`config.mk`:
```
export PLATFORM = sky130hd
export DESIGN_NAME = sysarray_ctrl_flat
export DESIGN_NICKNAME = d
export VERILOG_FILES = /design/src/rtl/sysarray_ctrl_if.sv /design/src/rtl/sysarray_ctrl.sv /design/src/flat_wrapper.sv
export SDC_FILE = /design/constraint.sdc
export NUM_CORES = 1
export LEC_CHECK = 0
export CAP_MARGIN = 20
export CELL_PAD_IN_SITES_DETAIL_PLACEMENT = 2
export CELL_PAD_IN_SITES_GLOBAL_PLACEMENT = 2
export CORE_AREA = 2 2 323 325
export CTS_BUF_LIST = sky130_fd_sc_hd__clkbuf_8
export CTS_CLUSTER_DIAMETER = 100
export DETAILED_ROUTE_END_ITERATION = 8
export DIE_AREA = 0 0 325 327
export GPL_TIMING_DRIVEN = 0
export MAX_ROUTING_LAYER = met4
export PLACE_DENSITY_LB_ADDON = 0.15
export SETUP_SLACK_MARGIN = 0.5
export SYNTH_ARGS = -nofsm -noshare
export SYNTH_HDL_FRONTEND = slang
export SYNTH_SLANG_ARGS = --single-unit
```
`constraint.sdc`:
```
create_clock -name clk -period 21.7 [get_ports clk]
set_input_delay 6.51 -clock clk [delete_from_list [all_inputs] [get_ports clk]]
set_output_delay 6.51 -clock clk [all_outputs]
set_load 0.05 [all_outputs]
```
`src/rtl/sysarray_ctrl_if.sv`:
```
// Handshake and data bundle between the operand source, the sequencer and the array.
interface sysarray_ctrl_if #(
  parameter int n           = 8,
  parameter int matrix_size = 4
);
  logic start;
  logic ready_in;
  logic abort;
  logic [matrix_size-1:0][matrix_size-1:0][n-1:0]   a_in;
  logic [matrix_size-1:0][matrix_size-1:0][n-1:0]   b_in;
  logic [matrix_size-1:0][n-1:0]                    a_feed;
  logic [matrix_size-1:0][n-1:0]                    b_feed;
  logic pe_clear;
  logic pe_en;
  logic [matrix_size-1:0][matrix_size-1:0][2*n-1:0] c_in;
  logic [matrix_size-1:0][matrix_size-1:0][2*n-1:0] c_out;
  logic out_valid;
  logic out_ready;
  logic busy;

  // Source / array side.
  modport master (
    output start, abort, a_in, b_in, c_in, out_ready,
    input  ready_in, a_feed, b_feed, pe_clear, pe_en, c_out, out_valid, busy
  );

  // Sequencer side.
  modport slave (
    input  start, abort, a_in, b_in, c_in, out_ready,
    output ready_in, a_feed, b_feed, pe_clear, pe_en, c_out, out_valid, busy
  );
endinterface

```
`src/rtl/sysarray_ctrl.sv`:
```
// Sequencer for an NxN output-stationary systolic array: captures A/B, clears
// the PEs, streams skewed wavefronts, drains, then holds C on valid/ready.
// All array-facing outputs are registered from the current state, so they
// trail the FSM by one cycle.
module sysarray_ctrl #(
  parameter int n           = 8,
  parameter int matrix_size = 4,
  parameter int DRAIN_CYC   = 2
) (
  input  logic           clk,
  input  logic           rst,
  sysarray_ctrl_if.slave bus
);
  localparam int N    = matrix_size;
  localparam int CMAX = (3*N > DRAIN_CYC) ? 3*N : DRAIN_CYC;
  localparam int CW   = $clog2(CMAX + 1);
  localparam logic [CW-1:0] FEED_LAST  = CW'(3*N - 3);
  localparam logic [CW-1:0] DRAIN_LAST = CW'(DRAIN_CYC - 1);

  typedef enum logic [2:0] {IDLE, CLEAR, FEED, DRAIN, HOLD} state_t;

  state_t state, nxt;
  logic [CW-1:0] cnt, cnt_nx;
  logic accept;
  logic [N-1:0][N-1:0][n-1:0] a_q, b_q;
  logic [N-1:0][n-1:0] a_nx, b_nx;

  assign bus.ready_in = (state == IDLE);
  assign bus.busy     = (state != IDLE);

  // State and phase counter.
  always_ff @(posedge clk or posedge rst) begin
    if (rst) begin
      state <= IDLE;
      cnt   <= '0;
    end else begin
      state <= nxt;
      cnt   <= cnt_nx;
    end
  end

  // Next state; abort overrides everything and drops a same-cycle start.
  always_comb begin
    nxt    = state;
    cnt_nx = cnt;
    accept = 1'b0;
    case (state)
      IDLE:  if (bus.start) begin nxt = CLEAR; accept = 1'b1; end
      CLEAR: begin nxt = FEED; cnt_nx = '0; end
      FEED:  if (cnt == FEED_LAST) begin nxt = DRAIN; cnt_nx = '0; end
             else cnt_nx = cnt + 1'b1;
      DRAIN: if (cnt == DRAIN_LAST) begin nxt = HOLD; cnt_nx = '0; end
             else cnt_nx = cnt + 1'b1;
      HOLD:  if (bus.out_valid && bus.out_ready) nxt = IDLE;
      default: nxt = IDLE;
    endcase
    if (bus.abort) begin
      nxt    = IDLE;
      cnt_nx = '0;
      accept = 1'b0;
    end
  end

  // Operand capture on the start-accept edge.
  always_ff @(posedge clk or posedge rst) begin
    if (rst) begin
      a_q <= '0;
      b_q <= '0;
    end else if (accept) begin
      a_q <= bus.a_in;
      b_q <= bus.b_in;
    end
  end

  // Wavefront skew: row i / column j carries element k when cnt == lane + k.
  always_comb begin
    a_nx = '0;
    b_nx = '0;
    if (state == FEED) begin
      for (int i = 0; i < N; i++) begin
        for (int k = 0; k < N; k++) begin
          if (cnt == CW'(i + k)) begin
            a_nx[i] = a_q[i][k];
            b_nx[i] = b_q[k][i];
          end
        end
      end
    end
  end

  // Registered array controls, feeds and result handshake.
  always_ff @(posedge clk or posedge rst) begin
    if (rst) begin
      bus.pe_clear  <= 1'b0;
      bus.pe_en     <= 1'b0;
      bus.a_feed    <= '0;
      bus.b_feed    <= '0;
      bus.out_valid <= 1'b0;
      bus.c_out     <= '0;
    end else if (bus.abort) begin
      bus.pe_clear  <= 1'b0;
      bus.pe_en     <= 1'b0;
      bus.a_feed    <= '0;
      bus.b_feed    <= '0;
      bus.out_valid <= 1'b0;
    end else begin
      bus.pe_clear <= (state == CLEAR);
      bus.pe_en    <= (state == FEED) || (state == DRAIN);
      bus.a_feed   <= a_nx;
      bus.b_feed   <= b_nx;
      // First HOLD edge is the last edge the array is advanced: sample C once.
      if (state == HOLD && !bus.out_valid) begin
        bus.out_valid <= 1'b1;
        bus.c_out     <= bus.c_in;
      end else if (bus.out_valid && bus.out_ready) begin
        bus.out_valid <= 1'b0;
      end
    end
  end
endmodule

```
`src/flat_wrapper.sv`:
```
// flat-port wrapper written by rule: the top's interface ports become plain ports
module sysarray_ctrl_flat 
#(
  parameter int n           = 8,
  parameter int matrix_size = 4,
  parameter int DRAIN_CYC   = 2
)
  (clk, rst, bus_start, bus_abort, bus_a_in, bus_b_in, bus_c_in, bus_out_ready, bus_ready_in, bus_a_feed, bus_b_feed, bus_pe_clear, bus_pe_en, bus_c_out, bus_out_valid, bus_busy);
  sysarray_ctrl_if #(.n(n), .matrix_size(matrix_size)) bus_i ();
  input  logic clk;
  input  logic rst;
  input wire logic [$bits(bus_i.start)-1:0] bus_start;
  input wire logic [$bits(bus_i.abort)-1:0] bus_abort;
  input wire logic [$bits(bus_i.a_in)-1:0] bus_a_in;
  input wire logic [$bits(bus_i.b_in)-1:0] bus_b_in;
  input wire logic [$bits(bus_i.c_in)-1:0] bus_c_in;
  input wire logic [$bits(bus_i.out_ready)-1:0] bus_out_ready;
  output wire logic [$bits(bus_i.ready_in)-1:0] bus_ready_in;
  output wire logic [$bits(bus_i.a_feed)-1:0] bus_a_feed;
  output wire logic [$bits(bus_i.b_feed)-1:0] bus_b_feed;
  output wire logic [$bits(bus_i.pe_clear)-1:0] bus_pe_clear;
  output wire logic [$bits(bus_i.pe_en)-1:0] bus_pe_en;
  output wire logic [$bits(bus_i.c_out)-1:0] bus_c_out;
  output wire logic [$bits(bus_i.out_valid)-1:0] bus_out_valid;
  output wire logic [$bits(bus_i.busy)-1:0] bus_busy;
  assign bus_i.start = bus_start;
  assign bus_i.abort = bus_abort;
  assign bus_i.a_in = bus_a_in;
  assign bus_i.b_in = bus_b_in;
  assign bus_i.c_in = bus_c_in;
  assign bus_i.out_ready = bus_out_ready;
  assign bus_ready_in = bus_i.ready_in;
  assign bus_a_feed = bus_i.a_feed;
  assign bus_b_feed = bus_i.b_feed;
  assign bus_pe_clear = bus_i.pe_clear;
  assign bus_pe_en = bus_i.pe_en;
  assign bus_c_out = bus_i.c_out;
  assign bus_out_valid = bus_i.out_valid;
  assign bus_busy = bus_i.busy;
  sysarray_ctrl #(.n(n), .matrix_size(matrix_size), .DRAIN_CYC(DRAIN_CYC)) u_core (.clk(clk), .rst(rst), .bus(bus_i));
endmodule
```
==> results.yml, run 1 <==
outcome:
  outcome: "finished clean"
floorplan:
  die_w_um: 325
  start_util_pct: 23.3
  core_area_um2: 103000
  rows: 118
  dieArea_um2: 106000
  chipHeight_um: 327
  ios: 842
synth:
  ys_ff_latch: 586
  yosysTopAreaCellShare_pct: 61.1
  ys_warn_count: 0
  yosysUniqueCellTypes: 34
  synthXorXnorAreaFrac_pct: 0.0365
  avgSynthCellArea_um2: 15.7
  yosys.area.top_type: "dfrtp_1"
  yosys.area_share.simple_pct: 2.91
  synth.net_count: 2041
  synth_edf_count: 0
  synthMuxAreaShare_pct: 28.7
  synthArstFlopShare_pct: 100
  netlist_area_um2: 24000
  synth_cells: 1524
  synth_top_family_by_area: "multiplexers"
  synth.area.top_cells: "dfrtp_1, mux2_4, mux2_2"
  synth_sequential_area_ratio_pct: 61.1
  synth-adder-area-share_pct: 0
  synth_flop_cell: "dfrtp_1"
  synth_compound_area_share_pct: 4.43
cts:
  path_clk_slew_ns: 0.06
  numCtsBuffers: 114
  cts_resized: 0
  cts_hold_buffers: 0
  clockBufferDepth: 3
  root_buffer: "clkbuf_8"
  cts.sinks: 586
  cts_tree: "yes"
  htreeDepth: 3
  clk_latency_ns: 0.77
  postCtsSetupBuffers: 0
min_path:
  holdPathStages: 1
  hp-start: "u_core.b_q[35]"
  hold_path_class: "flip-flop to flip-flop"
  hold_end: "u_core.b_q[35]"
drt:
  wirelength_um: 115000
  viasPerCell: 4.31
  first_pass_iters: 6
  wire_per_inst_um: 28.4
  routed-via-count: 17400
  drc: 0
  drtIter0Drc: 729
  postRouteAntennaNets: 0
sta:
  hold_viol_final: 0
  relSlewSlack_pct: 26.2
  worst_slack_ns: 12.47
  setup-violations-final: 0
  period_needed_ns: 9.23
  worst_pin_slew_ns: 1.11
  clock_skew_ns: 0.0333
  fin_crit_sh_pct: 42.5
  rsz0062_at_grt: "false"
  max_freq_mhz: 108
  setup_tns_ns: 0
  slew_violations: 0
setup_path:
  r2r_slack_ns: 18.98
  r2r_cells: 7
  critPathMaxFanout: 8
  r2r_start: "u_core.cnt[0]"
  rr_endpoint: "u_core.bus.b_feed[0]"
  start_kind: "flip-flop"
  worstPathRequired_ns: 15.19
  cp-end-kind: "output pin"
  crit_start: "u_core.state[1]"
  crit_arrival_ns: 2.72
  path_class: "flip-flop to output pin"
power_and_ir_drop:
  seq_power_share_pct: 43.7
  p_switching_mw: 0.920
  clkPwrFrac_pct: 35.6
  irDropWorstVdd_mv: 0.0412
  p_int_mw: 2.15
  p_sw_share_pct: 30.0
  power.total_mw: 3.07
  combPwrFrac_pct: 20.7
  power.leakage_nw: 16.3
  powerDensity_nw_per_um2: 83.1
final_layout:
  area_growth_pct: 53.9
  drive_gt1_share_pct: 29.6
  nets: 3019
placed_design:
  port_buffers: 841
  preCtsSetupSlack_ns: 12.00
  dp_hpwl_um: 89700
  gp_congestion: 0.880
global_route:
  antenna_found_initial: 69
  track_usage_pct: 22.0
  grt_overflow_total: 0
  grt_pass1_vias: 19900
  grt_start_max_net_pins: 41
  grt_pass1_wl_um: 161000
job:
  maxCapViolCount: 0
[area by class of cell]
type	instances	area, µm²
Clock inverter	61	265
Fill cell	10500	66000
Multi-Input combinational cell	829	8660
Clock buffer	142	1950
Tap cell	1380	1730
Buffer	106	668
Antenna cell	66	165
Inverter	3	15.0
Sequential cell	586	14700
Timing Repair Buffer	862	8820
[synth_stat cells (all sizes together) (2+ instances only)]
cell	count
dfrtp	586
mux2	514
buf	80
nor2	73
nor3	39
a222oi	30
a22o	30
clkbuf	26
a21oi	23
nand2	20
mux2i	19
o21ai	19
a221oi	18
o22ai	16
nand2b	7
nor2b	5
or3	4
inv	3
nand3	2
or2	2
[power by group through the flow]
| stage | clock [mW] | sequential (mW) | combinational [mW] |
|---|---|---|---|
| floorplan | 0 | 1.48 | 0.224 |
| global placement | 0 | 1.35 | 0.624 |
| detailed placement | 0 | 1.36 | 0.644 |
| CTS | 1.14 | 1.34 | 0.648 |
| global route | 1.19 | 1.36 | 0.673 |
| finish | 1.09 | 1.34 | 0.636 |
[flip-flops by register name, indices dropped and copies added (netlist names)]
name                  flops
u_core.a_q              128
u_core.cnt                4
u_core.bus.b_feed        32
u_core.b_q              128
u_core.bus.pe_clear       1
u_core.bus.c_out        256
u_core.bus.pe_en          1
u_core.state              3
u_core.bus.out_valid      1
u_core.bus.a_feed        32
[stage by stage]
step	util [%]	instance area, µm²	hold slack, ns	instances
floorplan	-	24000	0.474	1524
global placement	33.2	34100	0.485	3745
detailed placement	33.6	34500	0.492	3766
CTS	35.7	36800	0.505	3969
global route	35.9	36900	0.515	4034
finish	35.9	36900	0.504	4035
[layer usage]
layer,part of all wire (%),wire length [µm],vias up,track usage [%]
met2,51,58000,618,36.8
met5,0,0,-,-
li1,-,-,7546,-
met3,8.0,9160,158,9.07
met1,38,44100,9061,23.6
met4,3.0,3440,0,7.42
[how the worst max path moves through the flow]
| stage | endpoint | depth (start not counted) |
|---|---|---|
| floorplan | u_core.a_q[0] | 1 |
| global placement | u_core.bus.c_out[63] | 2 |
| detailed placement | u_core.bus.a_feed[0] | 7 |
| CTS | bus_busy | 2 |
| global route | bus_ready_in | 4 |
| finish | bus_busy | 2 |
[worst max-delay path, stage by stage (launching register included)]
cell and delay [ns]:
dfrtp_1 0.50, or3_1 0.50, clkdlybuf4s50_1 0.94
[logic make-up after synthesis]
| group | Yosys count |
|---|---|
| compound gates | 140 |
| buf+inv | 109 |
| xor+xnor | 1 |
| mux | 533 |
| simple gates | 155 |
| flops | 586 |
[cell usage in the layout, fill, tap and decap left out, drive strengths merged]
master,synthesis,final
nand3b,1,1
or3,4,4
xnor2,1,1
a21o,1,1
dfrtp,586,586
nor2,73,73
nor3,39,39
a222oi,30,30
a21oi,23,23
clkinvlp,0,6
clkdlybuf4s50,0,841
o22ai,16,16
nand2,20,20
clkbuf,26,168
a221oi,18,18
clkinv,0,8
nand2b,7,7
mux2,514,514
o211ai,1,1
a22o,30,30
buf,80,101
o32ai,1,1
inv,3,50
or2,2,2
nand3,2,2
diode,0,66
nor4,1,1
and3,1,1
nor2b,5,5
mux2i,19,19
a2111oi,1,1
o21ai,19,19
(Power assumes the default switching activity.)
==> inputs of run 2 (changes only) <==
--- a/config.mk
+++ b/config.mk
@@ -8,11 +8,11 @@
 export CAP_MARGIN = 20
 export CELL_PAD_IN_SITES_DETAIL_PLACEMENT = 2
 export CELL_PAD_IN_SITES_GLOBAL_PLACEMENT = 2
-export CORE_AREA = 2 2 323 325
+export CORE_AREA = 2 2 326 328
 export CTS_BUF_LIST = sky130_fd_sc_hd__clkbuf_8
 export CTS_CLUSTER_DIAMETER = 100
 export DETAILED_ROUTE_END_ITERATION = 8
-export DIE_AREA = 0 0 325 327
+export DIE_AREA = 0 0 328 330
 export GPL_TIMING_DRIVEN = 0
 export MAX_ROUTING_LAYER = met4
 export PLACE_DENSITY_LB_ADDON = 0.15
==> constraint.sdc (replaced) <==
create_clock -name clk -period 8.9 [get_ports clk]
set_input_delay 2.67 -clock clk [delete_from_list [all_inputs] [get_ports clk]]
set_output_delay 2.67 -clock clk [all_outputs]
set_load 0.05 [all_outputs]
==> results.yml, run 2 (same netlist as run 1, synthesis figures left out) <==
outcome:
  outcome: "finished clean"
cts:
  htreeDepth: 3
  cts_tree: "yes"
  clk_latency_ns: 0.80
  cts.sinks: 586
  numCtsBuffers: 112
  path_clk_slew_ns: 0.06
  cts_resized: 0
  clockBufferDepth: 3
  cts_hold_buffers: 0
  postCtsSetupBuffers: 0
  root_buffer: "clkbuf_8"
final_layout:
  regMostFlops: "u_core.bus.c_out"
  final_common_cell: "clkdlybuf4s50_1"
  area_growth_pct: 54.2
  largest_register_ffs: 256
  finalNonFillerCells: 4043
  reg_top3: "u_core.bus.c_out: 256 flops, u_core.a_q: 128 flops, u_core.b_q: 128 flops"
  drive_gt1_share_pct: 29.8
  n_fill_cell: 10700
  mostFrequentLayoutCells: "clkdlybuf4s50_1, dfrtp_1, mux2_2, mux2_4, clkbuf_8"
  nets: 3017
setup_path:
  rr_endpoint: "u_core.bus.a_feed[16]"
  r2r_start: "u_core.state[2]"
  path_class: "flip-flop to output pin"
  cp-end-kind: "output pin"
  worstPathRequired_ns: 6.23
  start_kind: "flip-flop"
  crit_arrival_ns: 2.68
  r2r_slack_ns: 6.16
  r2r_cells: 6
  critPathMaxFanout: 9
sta:
  max_freq_mhz: 187
  period_needed_ns: 5.35
  relSlewSlack_pct: 24.5
  fin_crit_sh_pct: 60.2
  setup-violations-final: 0
  worst_pin_slew_ns: 1.13
  clock_skew_ns: 0.0513
  hold_viol_final: 0
  rsz0062_at_grt: "false"
  setup_tns_ns: 0
  slew_violations: 0
drt:
  wire_per_inst_um: 28.6
  drc: 0
  first_pass_iters: 5
  wirelength_um: 115000
  routed-via-count: 17300
  postRouteAntennaNets: 0
  viasPerCell: 4.28
  drtIter0Drc: 581
min_path:
  hp-start: "u_core.a_q[35]"
  hold_end: "u_core.a_q[35]"
  holdPathStages: 1
  hold_path_class: "flip-flop to flip-flop"
global_route:
  grt_pass1_vias: 20100
  grt_overflow_total: 0
  grt_pass1_wl_um: 160000
  track_usage_pct: 21.6
  grt_start_max_net_pins: 42
  antenna_found_initial: 66
power_and_ir_drop:
  irDropWorstVdd_mv: 0.123
  powerDensity_nw_per_um2: 204
  power.total_mw: 7.56
  power.leakage_nw: 16.4
floorplan:
  dieArea_um2: 108000
  die_w_um: 328
  ios: 842
  core_area_um2: 105000
  chipHeight_um: 330
  start_util_pct: 22.9
  rows: 119
placed_design:
  dp_cells: 3777
  gp_congestion: 0.868
  port_buffers: 841
  dp_hpwl_um: 91200
job:
  maxCapViolCount: 0
==> run 2: layout make-up <==
type | count | area [µm²] | share of cell area, %
Tap cell | 1391 | 1740 | 4.70
Clock inverter | 63 | 337 | 0.910
Buffer | 106 | 668 | 1.81
Timing Repair Buffer | 862 | 8810 | 23.8
Clock buffer | 142 | 1950 | 5.28
Inverter | 3 | 15.0 | 0.0406
Antenna cell | 61 | 153 | 0.413
Sequential cell | 586 | 14700 | 39.6
Multi-Input combinational cell | 829 | 8660 | 23.4
==> run 2: worst max path at each step <==
stage | slack, ns | start | end
final | 3.55 | u_core.state[0] | bus_busy
after global routing | 3.46 | u_core.state[0] | bus_ready_in
after CTS | 3.44 | u_core.state[0] | bus_ready_in
after detailed placement | 3.04 | bus_abort | u_core.bus.a_feed[16]
after global placement | -6.34 | rst | u_core.bus.c_out[74]
after floorplan | -1.76 | rst | u_core.a_q[0]
==> run 2: metrics by stage <==
stage | hold slack (ns) | utilization, % | instance area [µm²] | setup slack [ns]
2_1_floorplan | 0.474 | - | 24000 | -1.76
3_3_place_gp | 0.485 | 32.6 | 34200 | -6.34
3_5_place_dp | 0.491 | 33.0 | 34600 | 3.04
4_1_cts | 0.503 | 35.2 | 36800 | 3.44
5_1_grt | 0.516 | 35.3 | 37000 | 3.46
6_report | 0.502 | 35.3 | 37000 | 3.55
==> run 2: critical path, cell delays in order, from the launching register on <==
cell,delay (ns)
dfrtp_1,0.37
buf_6,0.15
or3_1,0.47
clkdlybuf4s50_1,0.91
==> run 2: routing by layer <==
| layer | wire length, µm | track usage [%] | part of all wire (%) | vias to the layer above |
|---|---|---|---|---|
| li1 | - | - | - | 7546 |
| met1 | 43900 | 23.0 | 38 | 8991 |
| met2 | 58300 | 36.1 | 50 | 593 |
| met3 | 9340 | 8.24 | 8.1 | 162 |
| met4 | 4020 | 8.75 | 3.5 | 0 |
| met5 | 0 | - | 0 | - |
==> run 2: power breakdown <==
| part | internal (mW) | switching, mW |
|---|---|---|
| clock network | 1.48 | 1.26 |
| registers | 3.05 | 0.213 |
| logic | 0.771 | 0.781 |
| total | 5.30 | 2.26 |
==> inputs of run 3 (changes only) <==
--- a/config.mk
+++ b/config.mk
@@ -8,11 +8,11 @@
 export CAP_MARGIN = 20
 export CELL_PAD_IN_SITES_DETAIL_PLACEMENT = 2
 export CELL_PAD_IN_SITES_GLOBAL_PLACEMENT = 2
-export CORE_AREA = 2 2 326 328
+export CORE_AREA = 2 2 323 325
 export CTS_BUF_LIST = sky130_fd_sc_hd__clkbuf_8
 export CTS_CLUSTER_DIAMETER = 100
 export DETAILED_ROUTE_END_ITERATION = 8
-export DIE_AREA = 0 0 328 330
+export DIE_AREA = 0 0 325 327
 export GPL_TIMING_DRIVEN = 0
 export MAX_ROUTING_LAYER = met4
 export PLACE_DENSITY_LB_ADDON = 0.15
==> constraint.sdc (replaced) <==
create_clock -name clk -period 4.9 [get_ports clk]
set_input_delay 1.47 -clock clk [delete_from_list [all_inputs] [get_ports clk]]
set_output_delay 1.47 -clock clk [all_outputs]
set_load 0.05 [all_outputs]
==> results of run 3 <==
The final DEF is identical to that of run 1. Status: finished clean.
Among the figures that moved: setup slack after placement 12.00 ns -> 0.240 ns; setup slack after layout 12.47 ns -> 0.708 ns; register-to-register setup slack 18.98 ns -> 2.18 ns; total power 3.07 mW -> 13.6 mW; worst IR drop on VDD 0.0412 mV -> 0.182 mV
